$ cat src/rtl/mmio_timer_bank_pkg.sv
// Shared constants for the MEM-stage peripheral window: register offsets,
// channel stride, TCON bit positions and reset values.
package mmio_pkg;

    localparam logic [31:0] CHAN_STRIDE = 32'd16;
    localparam logic [31:0] MISC_OFFSET = 32'h100;

    // Per-channel register offsets within one 16-byte stride
    localparam logic [3:0] OFF_TH    = 4'h0;
    localparam logic [3:0] OFF_TL    = 4'h4;
    localparam logic [3:0] OFF_TCON  = 4'h8;
    localparam logic [3:0] OFF_PRESC = 4'hC;

    // Misc register offsets relative to MISC_OFFSET
    localparam logic [3:0] OFF_LEDS    = 4'h0;
    localparam logic [3:0] OFF_DIGIT   = 4'h4;
    localparam logic [3:0] OFF_SYSTICK = 4'h8;

    localparam int TCON_EN      = 0;
    localparam int TCON_IRQ_EN  = 1;
    localparam int TCON_FLAG    = 2;
    localparam int TCON_ONESHOT = 3;

    localparam logic [7:0] DIGIT_RESET = 8'hFF;

    typedef enum logic [1:0] {
        REG_TH    = 2'd0,
        REG_TL    = 2'd1,
        REG_TCON  = 2'd2,
        REG_PRESC = 2'd3
    } chan_reg_e;

    // Field order matches the TCON bit indices so the struct reads back directly
    typedef struct packed {
        logic oneshot;
        logic flag;
        logic irq_en;
        logic en;
    } tcon_t;

endpackage

$ cat src/rtl/mmio_timer_bank_if.sv
// Load/store bus between the MEM stage and the timer/LED peripheral block.
interface mmio_timer_bank_if;
    logic [31:0] addr;
    logic        wr_en;
    logic [31:0] wr_data;
    logic [31:0] rd_data;
    logic        hit;

    modport master (output addr, wr_en, wr_data, input rd_data, hit);
    modport slave  (input addr, wr_en, wr_data, output rd_data, hit);
endinterface

$ cat src/rtl/mmio_timer_bank_timer_channel.sv
// One reload timer: TH/TL/PRESC/TCON plus prescale counter; overflow reloads
// TL from TH, sets FLAG and optionally stops the channel (one-shot).
module timer_channel
    import mmio_pkg::*;
#(
    parameter int TIMER_W = 32
) (
    input  logic               clk,
    input  logic               reset,
    input  logic [31:0]        wr_data,
    input  logic               we_th,
    input  logic               we_tl,
    input  logic               we_tcon,
    input  logic               we_presc,
    output logic [TIMER_W-1:0] th,
    output logic [TIMER_W-1:0] tl,
    output logic [TIMER_W-1:0] presc,
    output tcon_t              tcon,
    output logic               irq_req
);

    logic [TIMER_W-1:0] pc;
    logic [TIMER_W-1:0] wdata;
    logic               tick;
    logic               overflow;

    assign wdata    = wr_data[TIMER_W-1:0];
    assign tick     = tcon.en && (pc == presc);
    // A TL write in the tick cycle replaces the count, so no overflow is seen
    assign overflow = tick && (&tl) && !we_tl;
    assign irq_req  = tcon.flag && tcon.irq_en;

    always_ff @(posedge clk) begin
        if (reset) begin
            th    <= '0;
            tl    <= '0;
            presc <= '0;
            tcon  <= '0;
            pc    <= '0;
        end else begin
            if (we_th)
                th <= wdata;
            if (we_presc)
                presc <= wdata;

            if (!tcon.en || we_presc || tick)
                pc <= '0;
            else
                pc <= pc + TIMER_W'(1);

            // Reload uses the TH value held before any same-cycle TH write
            if (we_tl)
                tl <= wdata;
            else if (overflow)
                tl <= th;
            else if (tick)
                tl <= tl + TIMER_W'(1);

            if (we_tcon) begin
                tcon.en      <= wr_data[TCON_EN];
                tcon.irq_en  <= wr_data[TCON_IRQ_EN];
                tcon.oneshot <= wr_data[TCON_ONESHOT];
            end else if (overflow && tcon.oneshot) begin
                tcon.en <= 1'b0;
            end

            // Set beats write-1-to-clear
            if (overflow)
                tcon.flag <= 1'b1;
            else if (we_tcon && wr_data[TCON_FLAG])
                tcon.flag <= 1'b0;
        end
    end

endmodule

$ cat src/rtl/mmio_timer_bank.sv
// MEM-stage peripheral window: NUM_TIMERS reload timers plus LED, 7-segment
// and Systick registers, with single-cycle decode and a combinational read mux.
module mmio_timer_bank
    import mmio_pkg::*;
#(
    parameter int          NUM_TIMERS = 2,
    parameter int          TIMER_W    = 32,
    parameter int          LED_W      = 8,
    parameter logic [31:0] BASE_ADDR  = 32'h40000000
) (
    input  logic              clk,
    input  logic              reset,
    mmio_timer_bank_if.slave  bus,
    input  logic [31:0]       systick,
    output logic              irq,
    output logic [LED_W-1:0]  leds,
    output logic [7:0]        digit,
    output logic [3:0]        digit_en
);

    logic [31:0] offset;
    logic        aligned;
    logic        chan_hit;
    logic        misc_hit;
    logic [2:0]  chan_sel;
    chan_reg_e   chan_reg;
    logic [3:0]  misc_sel;

    logic [TIMER_W-1:0]    th_v    [NUM_TIMERS];
    logic [TIMER_W-1:0]    tl_v    [NUM_TIMERS];
    logic [TIMER_W-1:0]    presc_v [NUM_TIMERS];
    tcon_t                 tcon_v  [NUM_TIMERS];
    logic [NUM_TIMERS-1:0] irq_req;

    // Addresses below the base wrap to huge offsets and fall out of both ranges
    assign offset   = bus.addr - BASE_ADDR;
    assign aligned  = (bus.addr[1:0] == 2'b00);
    assign chan_hit = aligned && (offset < CHAN_STRIDE * 32'(NUM_TIMERS));
    assign chan_sel = offset[6:4];
    assign chan_reg = chan_reg_e'(offset[3:2]);
    assign misc_sel = offset[3:0];
    assign misc_hit = aligned && (offset[31:4] == MISC_OFFSET[31:4])
                      && (misc_sel != 4'hC);

    for (genvar i = 0; i < NUM_TIMERS; i++) begin : g_chan
        logic sel;
        assign sel = bus.wr_en && chan_hit && (chan_sel == 3'(i));

        timer_channel #(.TIMER_W(TIMER_W)) u_chan (
            .clk      (clk),
            .reset    (reset),
            .wr_data  (bus.wr_data),
            .we_th    (sel && (chan_reg == REG_TH)),
            .we_tl    (sel && (chan_reg == REG_TL)),
            .we_tcon  (sel && (chan_reg == REG_TCON)),
            .we_presc (sel && (chan_reg == REG_PRESC)),
            .th       (th_v[i]),
            .tl       (tl_v[i]),
            .presc    (presc_v[i]),
            .tcon     (tcon_v[i]),
            .irq_req  (irq_req[i])
        );
    end

    assign irq = |irq_req;

    always_comb begin
        bus.rd_data = '0;
        bus.hit     = 1'b0;
        if (chan_hit) begin
            bus.hit = 1'b1;
            for (int i = 0; i < NUM_TIMERS; i++) begin
                if (chan_sel == 3'(i)) begin
                    case (chan_reg)
                        REG_TH:    bus.rd_data = 32'(th_v[i]);
                        REG_TL:    bus.rd_data = 32'(tl_v[i]);
                        REG_TCON:  bus.rd_data = 32'(tcon_v[i]);
                        REG_PRESC: bus.rd_data = 32'(presc_v[i]);
                        default:   bus.rd_data = '0;
                    endcase
                end
            end
        end else if (misc_hit) begin
            bus.hit = 1'b1;
            case (misc_sel)
                OFF_LEDS:    bus.rd_data = 32'(leds);
                OFF_DIGIT:   bus.rd_data = {20'd0, digit_en, digit};
                OFF_SYSTICK: bus.rd_data = systick;
                default: begin
                    bus.rd_data = '0;
                    bus.hit     = 1'b0;
                end
            endcase
        end
    end

    always_ff @(posedge clk) begin
        if (reset) begin
            leds     <= '0;
            digit    <= DIGIT_RESET;
            digit_en <= '0;
        end else if (bus.wr_en && misc_hit) begin
            if (misc_sel == OFF_LEDS)
                leds <= bus.wr_data[LED_W-1:0];
            if (misc_sel == OFF_DIGIT)
                {digit_en, digit} <= bus.wr_data[11:0];
        end
    end

endmodule

$ cat src/flat_wrapper.sv
// flat-port wrapper written by rule: the top's interface ports become plain ports
module mmio_timer_bank_flat import mmio_pkg::*;
#(
    parameter int          NUM_TIMERS = 2,
    parameter int          TIMER_W    = 32,
    parameter int          LED_W      = 8,
    parameter logic [31:0] BASE_ADDR  = 32'h40000000
)
  (clk, reset, systick, irq, leds, digit, digit_en, bus_addr, bus_wr_en, bus_wr_data, bus_rd_data, bus_hit);
  mmio_timer_bank_if bus_i ();
  input  logic clk;
  input  logic reset;
  input  logic [31:0] systick;
  output logic irq;
  output logic [LED_W-1:0] leds;
  output logic [7:0] digit;
  output logic [3:0] digit_en;
  input wire logic [$bits(bus_i.addr)-1:0] bus_addr;
  input wire logic [$bits(bus_i.wr_en)-1:0] bus_wr_en;
  input wire logic [$bits(bus_i.wr_data)-1:0] bus_wr_data;
  output wire logic [$bits(bus_i.rd_data)-1:0] bus_rd_data;
  output wire logic [$bits(bus_i.hit)-1:0] bus_hit;
  assign bus_i.addr = bus_addr;
  assign bus_i.wr_en = bus_wr_en;
  assign bus_i.wr_data = bus_wr_data;
  assign bus_rd_data = bus_i.rd_data;
  assign bus_hit = bus_i.hit;
  mmio_timer_bank #(.NUM_TIMERS(NUM_TIMERS), .TIMER_W(TIMER_W), .LED_W(LED_W), .BASE_ADDR(BASE_ADDR)) u_core (.clk(clk), .reset(reset), .bus(bus_i), .systick(systick), .irq(irq), .leds(leds), .digit(digit), .digit_en(digit_en));
endmodule
$ cat config.mk
export PLATFORM = sky130hd
export DESIGN_NAME = mmio_timer_bank_flat
export DESIGN_NICKNAME = d
export VERILOG_FILES = /design/src/rtl/mmio_timer_bank_pkg.sv /design/src/rtl/mmio_timer_bank_if.sv /design/src/rtl/mmio_timer_bank_timer_channel.sv /design/src/rtl/mmio_timer_bank.sv /design/src/flat_wrapper.sv
export SDC_FILE = /design/constraint.sdc
export NUM_CORES = 1
export LEC_CHECK = 0
export ABC_AREA = 1
export CAP_MARGIN = 20
export CORE_MARGIN = 4
export CORE_UTILIZATION = 46
export CTS_CLUSTER_SIZE = 40
export DETAILED_ROUTE_END_ITERATION = 7
export GPL_TIMING_DRIVEN = 0
export PLACE_DENSITY = 0.64
export SLEW_MARGIN = 20
export SYNTH_ARGS = -nofsm -noshare
export SYNTH_HDL_FRONTEND = slang
export SYNTH_HIERARCHICAL = 1
export SYNTH_SLANG_ARGS = --single-unit
$ cat constraint.sdc
create_clock -name clk -period 7.7 [get_ports clk]
set_input_delay 1.925 -clock clk [delete_from_list [all_inputs] [get_ports clk]]
set_output_delay 1.925 -clock clk [all_outputs]
set_load 0.1 [all_outputs]
# Word level (Yosys, flattened, before mapping)
# Cells that the tools add are included.
# op_classes
mul	0
n_bitwise	0
shifts	0
reduce_logical	53
mux	24
div	0
magnitude_cmp	1
eq_ne	10
add_sub_neg	5
# op_table
cell	n
$mux W32	10
$pmux W32 S4	2
$add A32 B1 Y32 const B	4
$pmux W32 S3	1
$eq A32 B32 Y1	2
$reduce_and A32 Y1	2
$lt A32 B6 Y1 const B	1
$sub A32 B31 Y32 const B	1
$eq A28 B5 Y1 const B	1
$logic_and A1 B1 Y1	27
$mux W1	11
$reduce_bool A2 Y1	4
$reduce_bool A3 Y1	2
$reduce_or A2 Y1	3
$eq A2 B2 Y1 const B	2
$eq A4 B3 Y1 const B	1
$eq A4 B4 Y1 const B	1
$logic_not A1 Y1	4
$logic_not A2 Y1	2
$logic_not A4 Y1	1
$logic_or A1 B1 Y1	4
$ne A4 B4 Y1 const B	1
$reduce_and A2 Y1	2
$eq A3 B1 Y1 const B	1
other kinds (3)	3
# totals
latch_bits	0
wordCells	112
mem_bits_ro	0
out_inout_bits	54
ram_bits	0
register_bits	284
in_bits	99
mem_count	0

# Depth between registers and ports, before layout
# Gate-level depths: netlist of run 1.
# depth
depth_word	11
ltp_mapped	19
mapped_depth_nobuf	16

# Modules after synthesis
# The synthesis of run 1 kept the hierarchy.
# by_module_without_submodules
module	instances	cells_per_inst	area_each_um2
timer_channel	2	1163	7350.8
mmio_timer_bank	1	689	3408.3

# Worst setup path before layout of run 1
# No wires, ideal clock.
# synth_timing
path_type	input-to-output
start	in bus_addr[29]
end	out bus_rd_data[21]
slack_ps	844
t_required_ps	5775
n_path_buf	1
arrival_ps	4931
cell_stages	7
cell_sequence	or2_1 nor2_2 nand2_2 nor2_8 nand3_4 clkbuf_2 o21ai_0
# synth_between
elab_chain_cells	6
word_cells_on_any_way	8
classes_between	add/sub: 1; order compare: 1; eq/ne: 1; mux: 2; reduce/logical: 3
# synth_rtl
item	line	text
start: declaration	flat_wrapper.sv:18	input wire logic [$bits(bus_i.addr)-1:0] bus_addr;
$sub A32 B31 Y32 *	mmio_timer_bank.sv:36	assign offset = bus.addr - BASE_ADDR;
branches (longest 4 deep; another with $lt A32 B6 Y1)	--	
$mux W32 *	mmio_timer_bank.sv:70	if (chan_hit) begin
end: declaration	flat_wrapper.sv:21	output wire logic [$bits(bus_i.rd_data)-1:0] bus_rd_data;
# Every way passes the cells marked *.

# Worst setup path in the final report of run 1
# layout_timing
start	in bus_addr[3]
end	out bus_rd_data[30]
# layout_between
elab_chain_cells	6
word_cells_on_any_way	23
classes_between	add/sub: 1; order compare: 1; eq/ne: 8; mux: 7; reduce/logical: 6
# layout_rtl
item	line
$sub A32 B31 Y32 *	mmio_timer_bank.sv:36
branches (longest 4 deep; another with $lt A32 B6 Y1)	--
$mux W32 *	mmio_timer_bank.sv:70
# Marked as above.

==> metrics.yaml, run 1 <==
status: "completed"
drt_first_pass_iters: 6
initial_utilization_pct: 46.6
maxSlewHeadroom_pct: 24.6
htree_levels: 2
fin_nets: 3307
drt_iter0_markers: 2360
clockBufferDepth: 3
finalHoldViolCount: 0
io_pins: 153
ys_ff_latch: 284
grt_pass1_wl_mm: 116
grt.overflow.total: 0
power.density_nw_per_um2: 156
drcViolationCount: 0
synth_cells: 3015
startpoint_type: "input pin"
crit_fanout: 10
antenna_found_initial: 2
arrival_ps: 5430
dp.cells: 3685
cts_root_buf: "clkbuf_16"
cap_viol_max_count: 0
cpMaxStageDelayCell: "clkdlybuf4s50_1"
timing.hold.ws_ps: 493
critPathCaptureType: "primary output"
post_cts_buffers: 0
synthSimpleGateAreaFrac_pct: 43.5
synth_adder_area_share_pct: 0.276
post-route-min-period_ps: 7360
worstReg2RegStart: "u_core/g_chan[1].u_chan/tl[0]"
p_leak_nw: 9.32
finalWorstSetupSlack_ps: 341
hold_class: "register to register"
cts_resized: 0
critical_path_class: "input pin to primary output"
fp.dieW_um: 206
gp_congestion: 1.02
ant_nets: 0
area_delta_synth_final_pct: 18.4
diodes: 0
grtUsageTotal_pct: 36.3
regToRegSetupSlack_ps: 4930
drive_above_1_share_pct: 4.46
yosysWarnings: 6
synthXorXnorAreaFrac_pct: 3.97
synth_area_um2: 18100
fin_setup_tns_ps: 0
fmax_ghz: 0.136
num_vias: 20800
wl_mm: 80.1
muxShareOfSynthArea_pct: 0
rsz0062_at_grt: "no"
synth_top_family_by_area: "simple AND/OR/NAND/NOR gates"
post-route-period-util_pct: 95.6
cts_made_buffers: 35
dieArea_um2: 42600
multi_input_area_um2: 10700
startpoint: "bus_addr[3]"
worstPathRequired_ps: 5780
synth_cell_types: 44
setup_viol: 0
tightest_slew_ps: 1130
cts_sinks: 284
skew_ps: 32.9
avgRoutedWirePerCell_um: 21.4
avgSynthCellArea_um2: 6.01
grt_start_max_net_pins: 14
grt_pass1_vias: 18800
synthArstFlopShare_pct: 0
irDropWorstVdd_v: 0.000165
seq_area_um2: 5690
fp.dieH_um: 206
synth-compound-area-share_pct: 11.0
clk_latency_ps: 570
yosysSeqAreaShare_pct: 31.4
port-buffer-count: 152
row_count: 72
final_cells: 3746
cp_common_cell: "clkdlybuf4s50_1"
cts_tree: "built"
fill_cells: 4100
crit_chain: "clkdlybuf4s50_1, nand2_1, nor2_2, nand3_4, clkbuf_2, o21ai_0, clkdlybuf4s50_1"
holdCritStartpoint: "u_core/g_chan[0].u_chan/tcon[3]"
cts_hold_buffers: 0
synth_edf_count: 0
syn_nets: 3118
core_area_um2: 38800
routed_via_density: 5.56
ys_dominant_reg_cell: "dfxtp_1"
slowest_delay_ps: 1260
pre_cts_ws_ps: 406
path_clk_slew_ps: 60
hpwl_mm: 63.6
slew_viol_final: 0
-- layout by cell type (no fill, tap or decap), types with 3 or more instances in the layout --
master,Yosys,routed
a22o_1,21,21
xnor2_1,32,32
nand3b_1,30,30
a21oi_1,153,153
nand4_4,4,4
buf_4,3,3
buf_6,8,8
buf_2,25,25
nor2_4,7,7
nor2_8,3,3
nand2_2,8,8
nor3_1,80,80
nor4_1,6,6
nand2_1,883,883
o22ai_1,4,4
nand3_1,226,226
nand2_4,3,3
ha_1,4,4
clkinvlp_4,0,3
inv_1,306,306
nor3b_1,22,22
and2_1,3,3
bufinv_16,0,3
clkinv_2,0,3
inv_2,8,8
or2_2,3,3
nand3_2,3,3
nor2_2,11,11
xor2_1,50,50
nand4_1,50,50
nor2_1,470,470
dfxtp_1,284,284
clkbuf_16,0,35
clkdlybuf4s50_1,0,152
clkinv_1,3,3
o21ai_0,187,187
clkbuf_1,89,97
clkbuf_8,0,7
o21ai_1,8,8
-- cell type report --
class / instances / area share [%]
Buffer: 128 / 2.73
Clock buffer: 50 / 4.67
Clock inverter: 11 / 0.747
Inverter: 317 / 5.55
Multi-Input combinational cell: 2286 / 49.7
Sequential cell: 284 / 26.5
Tap cell: 518 / 3.02
Timing Repair Buffer: 152 / 7.10
-- path summary, 6_finish.rpt --
kind,end,depth (start not counted)
setup / recovery,bus_rd_data[30],7
hold / removal,u_core/g_chan[0].u_chan/tcon[3],2
setup reg to reg,u_core/g_chan[1].u_chan/tl[1],11
hold reg to reg,u_core/g_chan[0].u_chan/tcon[3],2
-- flip-flops by register name, indices dropped and copies added, names as in the netlist --
signal	count
u_core/leds	8
u_core/digit	8
u_core/digit_en	4
u_core/g_chan.u_chan/tcon	8
u_core/g_chan.u_chan/presc	64
u_core/g_chan.u_chan/tl	64
u_core/g_chan.u_chan/th	64
u_core/g_chan.u_chan/pc	64
-- Yosys cell counts, types with 11 or more instances --
library cell  instances  area (µm²)
nor2_2               11        68.8
xor2_1               50         438
buf_2                25         125
o21ai_0             187         936
inv_1               306        1150
xnor2_1              32         280
nand3b_1             30         225
nor3_1               80         400
nor3b_1              22         165
nand4_1              50         313
clkbuf_1             89         334
a21oi_1             153         766
nor2_1              470        1760
a22o_1               21         184
nand3_1             226        1130
dfxtp_1             284        5690
nand2_1             883        3310
-- layer usage --
metal	track usage, %	wire, µm
met5	0	11
met4	18.0	4520
met3	5.51	7350
met2	55.1	34800
met1	50.3	33400
-- stage by stage --
stage                     instance area, µm²  util, %  power [mW]
after floorplan                        18100        -        1.55
after global placement                 20300     52.2        1.68
after detailed placement               20300     52.2        1.68
after CTS                              21400     55.2        3.36
after global routing                   21400     55.2        3.43
final                                  21400     55.2        3.35
-- worst max-delay path, delay by kind of cell --
| family | cells | cell delay, ps |
|---|---|---|
| AOI/OAI and AO/OA | 1 | 580 |
| buffers and inverters | 3 | 2090 |
| and+or+nand+nor | 3 | 830 |
-- logic make-up after synthesis --
group                    Yosys count
flip-flops                       284
buffers and inverters            445
AND/OR/NAND/NOR                 1821
AO/OA/AOI/OAI                    379
XOR/XNOR                          82
adder cells (fa/ha/maj)            4
-- power by group --
part / internal [mW] / switching [mW]
Sequential: 1.47 / 0.000000000112
Clock: 1.01 / 0.686
Combinational: 0.0605 / 0.124
Total: 2.54 / 0.810
Power figures use the tool's default switching activity.
==> run 2: changes to the inputs <==
--- a/config.mk
+++ b/config.mk
@@ -6,6 +6,7 @@
 export NUM_CORES = 1
 export LEC_CHECK = 0
 export ABC_AREA = 1
+export ABC_CLOCK_PERIOD_IN_PS = 7700
 export CAP_MARGIN = 20
 export CORE_MARGIN = 4
 export CORE_UTILIZATION = 46
==> results of run 2 <==
Same layout as run 1: the final DEF is identical, and so are final timing and power.
